[src/rtl/sram_arb_pkg.sv]
// rtl/sram_arb_pkg.sv - shared types and constants for sram_1r1w_arbiter
package sram_arb_pkg;

   localparam int RD_LAT      = 2;
   localparam int RESP_ID_W   = 3;   // enough for up to 8 requesters
   localparam int RESP_DATA_W = 64;  // widest supported WIDTH

   typedef enum logic {ST_INIT, ST_RUN} arb_state_e;

   typedef struct packed {
      logic                   valid;
      logic [RESP_ID_W-1:0]   id;
      logic                   byp;
      logic [RESP_DATA_W-1:0] byp_data;
   } resp_pipe_t;

endpackage

[src/rtl/rr_arbiter.sv]
// rtl/rr_arbiter.sv - combinational round-robin arbiter, search starts at ptr
module rr_arbiter #(
   parameter int N  = 2,
   parameter int IW = (N > 1) ? $clog2(N) : 1
) (
   input  logic [N-1:0]  req,
   input  logic [IW-1:0] ptr,
   output logic [N-1:0]  gnt,
   output logic [IW-1:0] gnt_idx
);

   logic          w_found;
   logic [IW-1:0] w_idx;

   always_comb begin
      gnt     = '0;
      gnt_idx = '0;
      w_found = 1'b0;
      w_idx   = '0;
      for (int k = 0; k < N; k++) begin
         w_idx = IW'((int'(ptr) + k) % N);
         if (!w_found && req[w_idx]) begin
            w_found      = 1'b1;
            gnt[w_idx]   = 1'b1;
            gnt_idx      = w_idx;
         end
      end
   end

endmodule

[src/rtl/sram_1r1w_arbiter.sv]
// rtl/sram_1r1w_arbiter.sv - NREQ-way round-robin sharing of a 1R1W SRAM
// with power-up zero-fill, response routing and same-address write forwarding.
module sram_1r1w_arbiter
   import sram_arb_pkg::*;
#(
   parameter int WIDTH      = 32,
   parameter int DEPTH      = 64,
   parameter int ADDR_WIDTH = $clog2(DEPTH),
   parameter int NREQ       = 2,
   parameter int INIT_ZERO  = 1
) (
   input  logic                       clk,
   input  logic                       rst_n,
   output logic                       init_done,
   input  logic [NREQ-1:0]            wr_valid,
   output logic [NREQ-1:0]            wr_ready,
   input  logic [NREQ*ADDR_WIDTH-1:0] wr_addr,
   input  logic [NREQ*WIDTH-1:0]      wr_data,
   input  logic [NREQ-1:0]            rd_valid,
   output logic [NREQ-1:0]            rd_ready,
   input  logic [NREQ*ADDR_WIDTH-1:0] rd_addr,
   output logic [NREQ-1:0]            rd_resp_valid,
   output logic [WIDTH-1:0]           rd_resp_data,
   output logic                       ram_wen,
   output logic [ADDR_WIDTH-1:0]      ram_waddr,
   output logic [WIDTH-1:0]           ram_wdata,
   output logic                       ram_ren,
   output logic [ADDR_WIDTH-1:0]      ram_raddr,
   input  logic [WIDTH-1:0]           ram_rdata
);

   localparam int IW = $clog2(NREQ);

   arb_state_e            r_state, w_state_nxt;
   logic [ADDR_WIDTH-1:0] r_icnt, w_icnt_nxt;
   logic [IW-1:0]         r_wptr, r_rptr, w_widx, w_ridx;
   logic [NREQ-1:0]       w_wreq, w_rreq, w_wgnt, w_rgnt;
   logic                  w_init_act, w_run, w_byp;
   logic [ADDR_WIDTH-1:0] w_sel_waddr, w_sel_raddr, r_waddr_hold, r_raddr_hold;
   logic [WIDTH-1:0]      w_sel_wdata, r_wdata_hold;
   resp_pipe_t            r_pipe [RD_LAT];
   logic                  w_unused;

   // rst_n also gates the enables so nothing reaches the RAM or requesters while reset is held
   assign w_init_act = rst_n && (r_state == ST_INIT);
   assign w_run      = rst_n && (r_state == ST_RUN);
   assign init_done  = (r_state == ST_RUN);

   assign w_wreq = wr_valid & {NREQ{w_run}};
   assign w_rreq = rd_valid & {NREQ{w_run}};

   rr_arbiter #(.N(NREQ), .IW(IW)) u_wr_arb (
      .req     (w_wreq),
      .ptr     (r_wptr),
      .gnt     (w_wgnt),
      .gnt_idx (w_widx)
   );

   rr_arbiter #(.N(NREQ), .IW(IW)) u_rd_arb (
      .req     (w_rreq),
      .ptr     (r_rptr),
      .gnt     (w_rgnt),
      .gnt_idx (w_ridx)
   );

   assign w_sel_waddr = wr_addr[int'(w_widx)*ADDR_WIDTH +: ADDR_WIDTH];
   assign w_sel_wdata = wr_data[int'(w_widx)*WIDTH +: WIDTH];
   assign w_sel_raddr = rd_addr[int'(w_ridx)*ADDR_WIDTH +: ADDR_WIDTH];

   always_ff @(posedge clk or negedge rst_n) begin
      if (!rst_n) begin
         r_state <= (INIT_ZERO != 0) ? ST_INIT : ST_RUN;
         r_icnt  <= '0;
      end else begin
         r_state <= w_state_nxt;
         r_icnt  <= w_icnt_nxt;
      end
   end

   always_comb begin
      w_state_nxt = r_state;
      w_icnt_nxt  = r_icnt;
      ram_wen     = 1'b0;
      ram_waddr   = r_waddr_hold;
      ram_wdata   = r_wdata_hold;
      ram_ren     = 1'b0;
      ram_raddr   = r_raddr_hold;
      wr_ready    = '0;
      rd_ready    = '0;
      w_byp       = 1'b0;
      if (w_init_act) begin
         ram_wen    = 1'b1;
         ram_waddr  = r_icnt;
         ram_wdata  = '0;
         w_icnt_nxt = r_icnt + 1'b1;
         if (r_icnt == ADDR_WIDTH'(DEPTH - 1)) begin
            w_state_nxt = ST_RUN;
            w_icnt_nxt  = '0;
         end
      end else if (w_run) begin
         wr_ready = w_wgnt;
         rd_ready = w_rgnt;
         if (|w_wgnt) begin
            ram_wen   = 1'b1;
            ram_waddr = w_sel_waddr;
            ram_wdata = w_sel_wdata;
         end
         if (|w_rgnt) begin
            ram_ren   = 1'b1;
            ram_raddr = w_sel_raddr;
         end
         // macro read-during-write is undefined, so the read takes the write data instead
         w_byp = (|w_wgnt) && (|w_rgnt) && (w_sel_waddr == w_sel_raddr);
      end
   end

   always_ff @(posedge clk or negedge rst_n) begin
      if (!rst_n) begin
         r_wptr       <= '0;
         r_rptr       <= '0;
         r_waddr_hold <= '0;
         r_wdata_hold <= '0;
         r_raddr_hold <= '0;
         for (int s = 0; s < RD_LAT; s++) r_pipe[s] <= '0;
      end else begin
         if (|w_wgnt) r_wptr <= (w_widx == IW'(NREQ - 1)) ? '0 : w_widx + 1'b1;
         if (|w_rgnt) r_rptr <= (w_ridx == IW'(NREQ - 1)) ? '0 : w_ridx + 1'b1;
         if (ram_wen) begin
            r_waddr_hold <= ram_waddr;
            r_wdata_hold <= ram_wdata;
         end
         if (ram_ren) r_raddr_hold <= ram_raddr;
         r_pipe[0] <= '{valid:    ram_ren,
                        id:       RESP_ID_W'(w_ridx),
                        byp:      w_byp,
                        byp_data: RESP_DATA_W'(ram_wdata)};
         for (int s = 1; s < RD_LAT; s++) r_pipe[s] <= r_pipe[s-1];
      end
   end

   always_comb begin
      rd_resp_valid = '0;
      if (r_pipe[RD_LAT-1].valid) rd_resp_valid[r_pipe[RD_LAT-1].id[IW-1:0]] = 1'b1;
      rd_resp_data = r_pipe[RD_LAT-1].byp ? r_pipe[RD_LAT-1].byp_data[WIDTH-1:0] : ram_rdata;
   end

   assign w_unused = ^{r_pipe[RD_LAT-1].id, r_pipe[RD_LAT-1].byp_data};

endmodule

[config.mk]
export PLATFORM = sky130hd
export DESIGN_NAME = sram_1r1w_arbiter
export DESIGN_NICKNAME = d
export VERILOG_FILES = /design/src/rtl/sram_arb_pkg.sv /design/src/rtl/rr_arbiter.sv /design/src/rtl/sram_1r1w_arbiter.sv
export SDC_FILE = /design/constraint.sdc
export NUM_CORES = 1
export LEC_CHECK = 0
export ABC_AREA = 1
export CELL_PAD_IN_SITES_DETAIL_PLACEMENT = 1
export CELL_PAD_IN_SITES_GLOBAL_PLACEMENT = 2
export CORE_MARGIN = 3
export CORE_UTILIZATION = 25
export DETAILED_ROUTE_END_ITERATION = 10
export GPL_TIMING_DRIVEN = 1
export MAX_ROUTING_LAYER = met4
export PLACE_DENSITY = 0.9
export RECOVER_POWER = 100
export SLEW_MARGIN = 20
export SYNTH_ARGS = -nofsm -noshare
export SYNTH_HDL_FRONTEND = slang
export SYNTH_SLANG_ARGS = --single-unit
[constraint.sdc]
create_clock -name clk -period 2 [get_ports clk]
set_input_delay 0.3 -clock clk [delete_from_list [all_inputs] [get_ports clk]]
set_output_delay 0.3 -clock clk [all_outputs]
set_load 0.02 [all_outputs]
==> results.py <==
metrics = {
    "sta": {
        "setup_slack_ns": -0.249,
        "final.setup_skew_ns": 0.00863,
        "drv_slew": 0,
        "worstMarginPinSlew_ns": 0.840,
        "highest_attainable_clock_frequency_mhz": 445,
        "post_route_hold_slack_ns": 0.334,
        "tns_ns": -10.16,
        "timing.final.crit_period_ns": 2.25,
        "max-slew-margin-rel_pct": 44.0,
        "min_period_over_period_pct": 112,
        "grt_setup_unrepaired": "true",
        "final_setup_violating_endpoints": 49,
        "finalHoldViolations": 0,
    },
    "logic_synthesis": {
        "synth_nets": 671,
        "synth_top_family_by_area": "simple AND/OR/NAND/NOR gates",
        "synth.area.mux_share_pct": 6.82,
        "synth_simple_gate_area_share_pct": 16.3,
        "synth_xor_xnor_area_share_pct": 0.331,
        "synthesis.instances": 544,
        "synth.yosys.warnings": 0,
        "proportion_of_synthesized_chip_area_in_sequential_cells_pct": 58.2,
        "post_synth.cell_area_avg_um2": 9.72,
        "synth_compound_area_share_pct": 12.6,
        "post_synth_num_cell_types": 30,
        "ys_ff_latch": 123,
        "synth_fa_ha_area_share_pct": 0.237,
        "synth.cell_area_mm2": 0.00529,
    },
    "status": {
        "run_status": "complete, but fails checks",
        "violations": "negative setup slack",
    },
    "setup_path": {
        "critPathMaxFanout": 8,
        "reg2reg_setup_slack_ns": -0.24,
        "worstSetupPathType": "flip-flop to output port",
        "worst-endpoint-required_ns": 1.70,
        "worst_r2r_path_depth": 16,
        "cp.arrival_ns": 1.95,
        "endpoint_kind": "output port",
        "worst_r2r_startpoint": "init_done",
        "startpoint_type": "flip-flop",
        "reg2reg_to": "r_pipe[72]",
    },
    "place": {
        "port-buffer-count": 210,
        "dp_hpwl_um": 13800,
        "routabilityCongestion": 0.787,
        "placed_cells": 1075,
        "placed_area_mm2": 0.00825,
    },
    "global_routing": {
        "global_route_total_overflow": 0,
        "grt_pass1_vias": 5815,
        "grt_pass1_wl_um": 30700,
        "grt_antenna_before_repair": 0,
        "grt_max_degree": 64,
        "grtUsageTotal_pct": 17.9,
    },
    "finish": {
        "nets": 1010,
        "post_route_cells_drive_above_1_share_pct": 44.6,
        "flow.area_growth_from_synthesis_pct": 84.7,
        "layout.cells.non_filler": 1166,
        "antenna_cells": 0,
        "stdcell_area_mm2": 0.00976,
    },
    "power": {
        "power.static_leakage_uw": 0.00457,
        "pwr-share-comb_pct": 26.1,
        "power_frac_seq_pct": 35.6,
        "switching_power_uw": 2410,
        "power.switching_fraction_pct": 28.9,
        "power_report.internal_total_uw": 5930,
        "power_per_cell_area_mw_per_mm2": 854,
        "post-layout-total-power_uw": 8340,
        "irDropWorstVdd_uv": 428,
        "clock_power_share_pct": 38.3,
    },
    "drt": {
        "postRouteWirelength_um": 20500,
        "first_drt_pass_iteration_count": 4,
        "detail-route-antenna-nets": 0,
        "drt-vias-per-instance": 4.50,
        "dr_total_vias": 5245,
        "dr.first_iter.drc_count": 163,
        "routed_wire_length_per_instance_um": 17.5,
        "route.detailed.drc": 0,
    },
    "flow_run": {
        "max_cap_violations": 0,
    },
    "die": {
        "area_enclosed_by_the_die_boundary_mm2": 0.0229,
        "num_rows": 52,
        "core_mm2": 0.0205,
        "start_util_pct": 25.8,
        "chipWidth_um": 151,
        "number_of_placed_i_o_pins": 211,
        "die-height_um": 151,
    },
    "clocking": {
        "worstSkewPairLatency_ns": 0.41,
        "numClockSinks": 123,
        "cts_tree": "done",
        "cts-hold-fix-buffers": 0,
        "cts-root-buf": "sky130_fd_sc_hd__clkbuf_16",
        "tritoncts_buffer_count": 17,
        "htree_levels": 4,
        "cts.reportedPaths.clkPinSlew_ns": 0.06,
        "clk_path_buf_depth": 2,
    },
    "worst_hold_path": {
        "worst_hold_path_type": "input pin to async pin",
    },
}
## per-stage QoR
stage / utilization (%) / setup slack (ns)
final: 47.6 / -0.249
after global routing: 47.6 / -0.368
after CTS: 47.0 / -0.300
after detailed placement: 40.3 / -0.750
after global placement: 40.3 / -0.768
after floorplan: - / -0.0784
## cell usage after synthesis (all sizes together)
library cell / n / area (µm²)
nand3: 16 / 80.1
dfrtp: 123 / 3080
o211ai: 6 / 45.0
ha: 1 / 12.5
xor2: 2 / 17.5
inv: 32 / 120
nor3: 1 / 5.00
a31oi: 1 / 6.26
clkbuf: 2 / 7.51
o21bai: 2 / 15.0
nand3b: 9 / 67.6
a21oi: 6 / 33.8
o21ai: 112 / 564
buf: 25 / 165
nand2: 126 / 500
nor3b: 2 / 15.0
nor2: 45 / 186
nand4: 1 / 6.26
mux2: 32 / 360
## cell usage in the layout (no fill, tap or decap), types with 2 or more instances in the layout
master                            count
sky130_fd_sc_hd__a21oi_1              3
sky130_fd_sc_hd__a21oi_4              2
sky130_fd_sc_hd__buf_12               9
sky130_fd_sc_hd__buf_2               18
sky130_fd_sc_hd__buf_4              110
sky130_fd_sc_hd__buf_6               64
sky130_fd_sc_hd__buf_8                4
sky130_fd_sc_hd__bufinv_16            3
sky130_fd_sc_hd__clkbuf_1             3
sky130_fd_sc_hd__clkbuf_16           18
sky130_fd_sc_hd__clkbuf_2             7
sky130_fd_sc_hd__clkdlybuf4s15_1      3
sky130_fd_sc_hd__clkdlybuf4s50_1    127
sky130_fd_sc_hd__clkinv_2             2
sky130_fd_sc_hd__clkinv_4             2
sky130_fd_sc_hd__clkinvlp_4           3
sky130_fd_sc_hd__dfrtp_1            122
sky130_fd_sc_hd__inv_1               25
sky130_fd_sc_hd__inv_2                5
sky130_fd_sc_hd__inv_6                5
sky130_fd_sc_hd__mux2_1               2
sky130_fd_sc_hd__mux2_2              28
sky130_fd_sc_hd__mux2_4               2
sky130_fd_sc_hd__nand2_1             59
sky130_fd_sc_hd__nand2_2             55
sky130_fd_sc_hd__nand2_4             12
sky130_fd_sc_hd__nand3_1             15
sky130_fd_sc_hd__nand3b_1             9
sky130_fd_sc_hd__nor2_1              38
sky130_fd_sc_hd__nor2_2               2
sky130_fd_sc_hd__nor2_4               5
sky130_fd_sc_hd__nor3b_1              2
sky130_fd_sc_hd__o211ai_1             6
sky130_fd_sc_hd__o21ai_0             52
sky130_fd_sc_hd__o21ai_1             21
sky130_fd_sc_hd__o21ai_2             35
sky130_fd_sc_hd__o21ai_4              4
sky130_fd_sc_hd__o21bai_1             2
sky130_fd_sc_hd__xor2_1               2
## repair_timing
action	CTS	global route
cloned	4	1
setup endpoints to repair	82	66
setup buffers	48	12
pin swaps	6	16
resized for setup	551	95
## final cells by class
class                   instances  area (µm²)
clock inverters                15         186
flip-flops and latches        123        3080
multi-input cells             362        2350
inverters                      32         128
repair buffers                347        3260
well taps                     270         338
clock buffers                  17         425
fillers                      2279       10700
## power groups by stage
stage | sequential (µW) | combinational, µW | clock, µW
5_1_grt | 3000 | 2350 | 3390
2_1_floorplan | 2930 | 747 | 0
4_1_cts | 2960 | 2120 | 3270
3_5_place_dp | 2970 | 1790 | 0
6_report | 2970 | 2180 | 3190
3_3_place_gp | 2960 | 1750 | 0
## state kept, by name (all words and copies together) (netlist names)
name / count
r_rptr: 1
r_pipe: 70
r_raddr_hold: 6
init_done: 1
r_waddr_hold: 6
r_icnt: 6
r_wptr: 1
r_wdata_hold: 32
## worst max-delay path by stage
stage / from / end / slack [ns] / cells past startpoint
6_report: init_done / ram_raddr[4] / -0.25 / 11
5_1_grt: init_done / r_waddr_hold[4] / -0.37 / 15
4_1_cts: init_done / ram_wdata[12] / -0.30 / 11
3_5_place_dp: wr_valid[1] / ram_wdata[25] / -0.75 / 9
3_3_place_gp: wr_valid[1] / ram_wdata[25] / -0.77 / 9
2_1_floorplan: init_done / ram_raddr[0] / -0.08 / 7
## worst max-delay path, cell delays in order, from the launching register on
cell and delay, ns:
sky130_fd_sc_hd__dfrtp_1 0.35, sky130_fd_sc_hd__nand2_2 0.09, sky130_fd_sc_hd__inv_2 0.09, sky130_fd_sc_hd__buf_4 0.11
sky130_fd_sc_hd__buf_6 0.09, sky130_fd_sc_hd__nand2_4 0.04, sky130_fd_sc_hd__a21oi_4 0.16, sky130_fd_sc_hd__nor2_4 0.07
sky130_fd_sc_hd__buf_8 0.15, sky130_fd_sc_hd__buf_6 0.12, sky130_fd_sc_hd__o21ai_2 0.14, sky130_fd_sc_hd__buf_6 0.13
## layer usage
metal	GRT usage [%]	up-vias	share of wire (%)
met5	-	-	0
li1	-	2481	-
met3	3.29	17	4.5
met1	20.2	2635	40
met4	4.76	0	1.5
met2	32.5	112	54
## kinds of logic after synthesis
group                    Yosys count
AND/OR/NAND/NOR                  200
AO/OA/AOI/OAI                    127
flip-flops                       123
buffers and inverters             59
multiplexers                      32
XOR/XNOR                           2
adder cells (fa/ha/maj)            1
(Power assumes the default switching activity.)
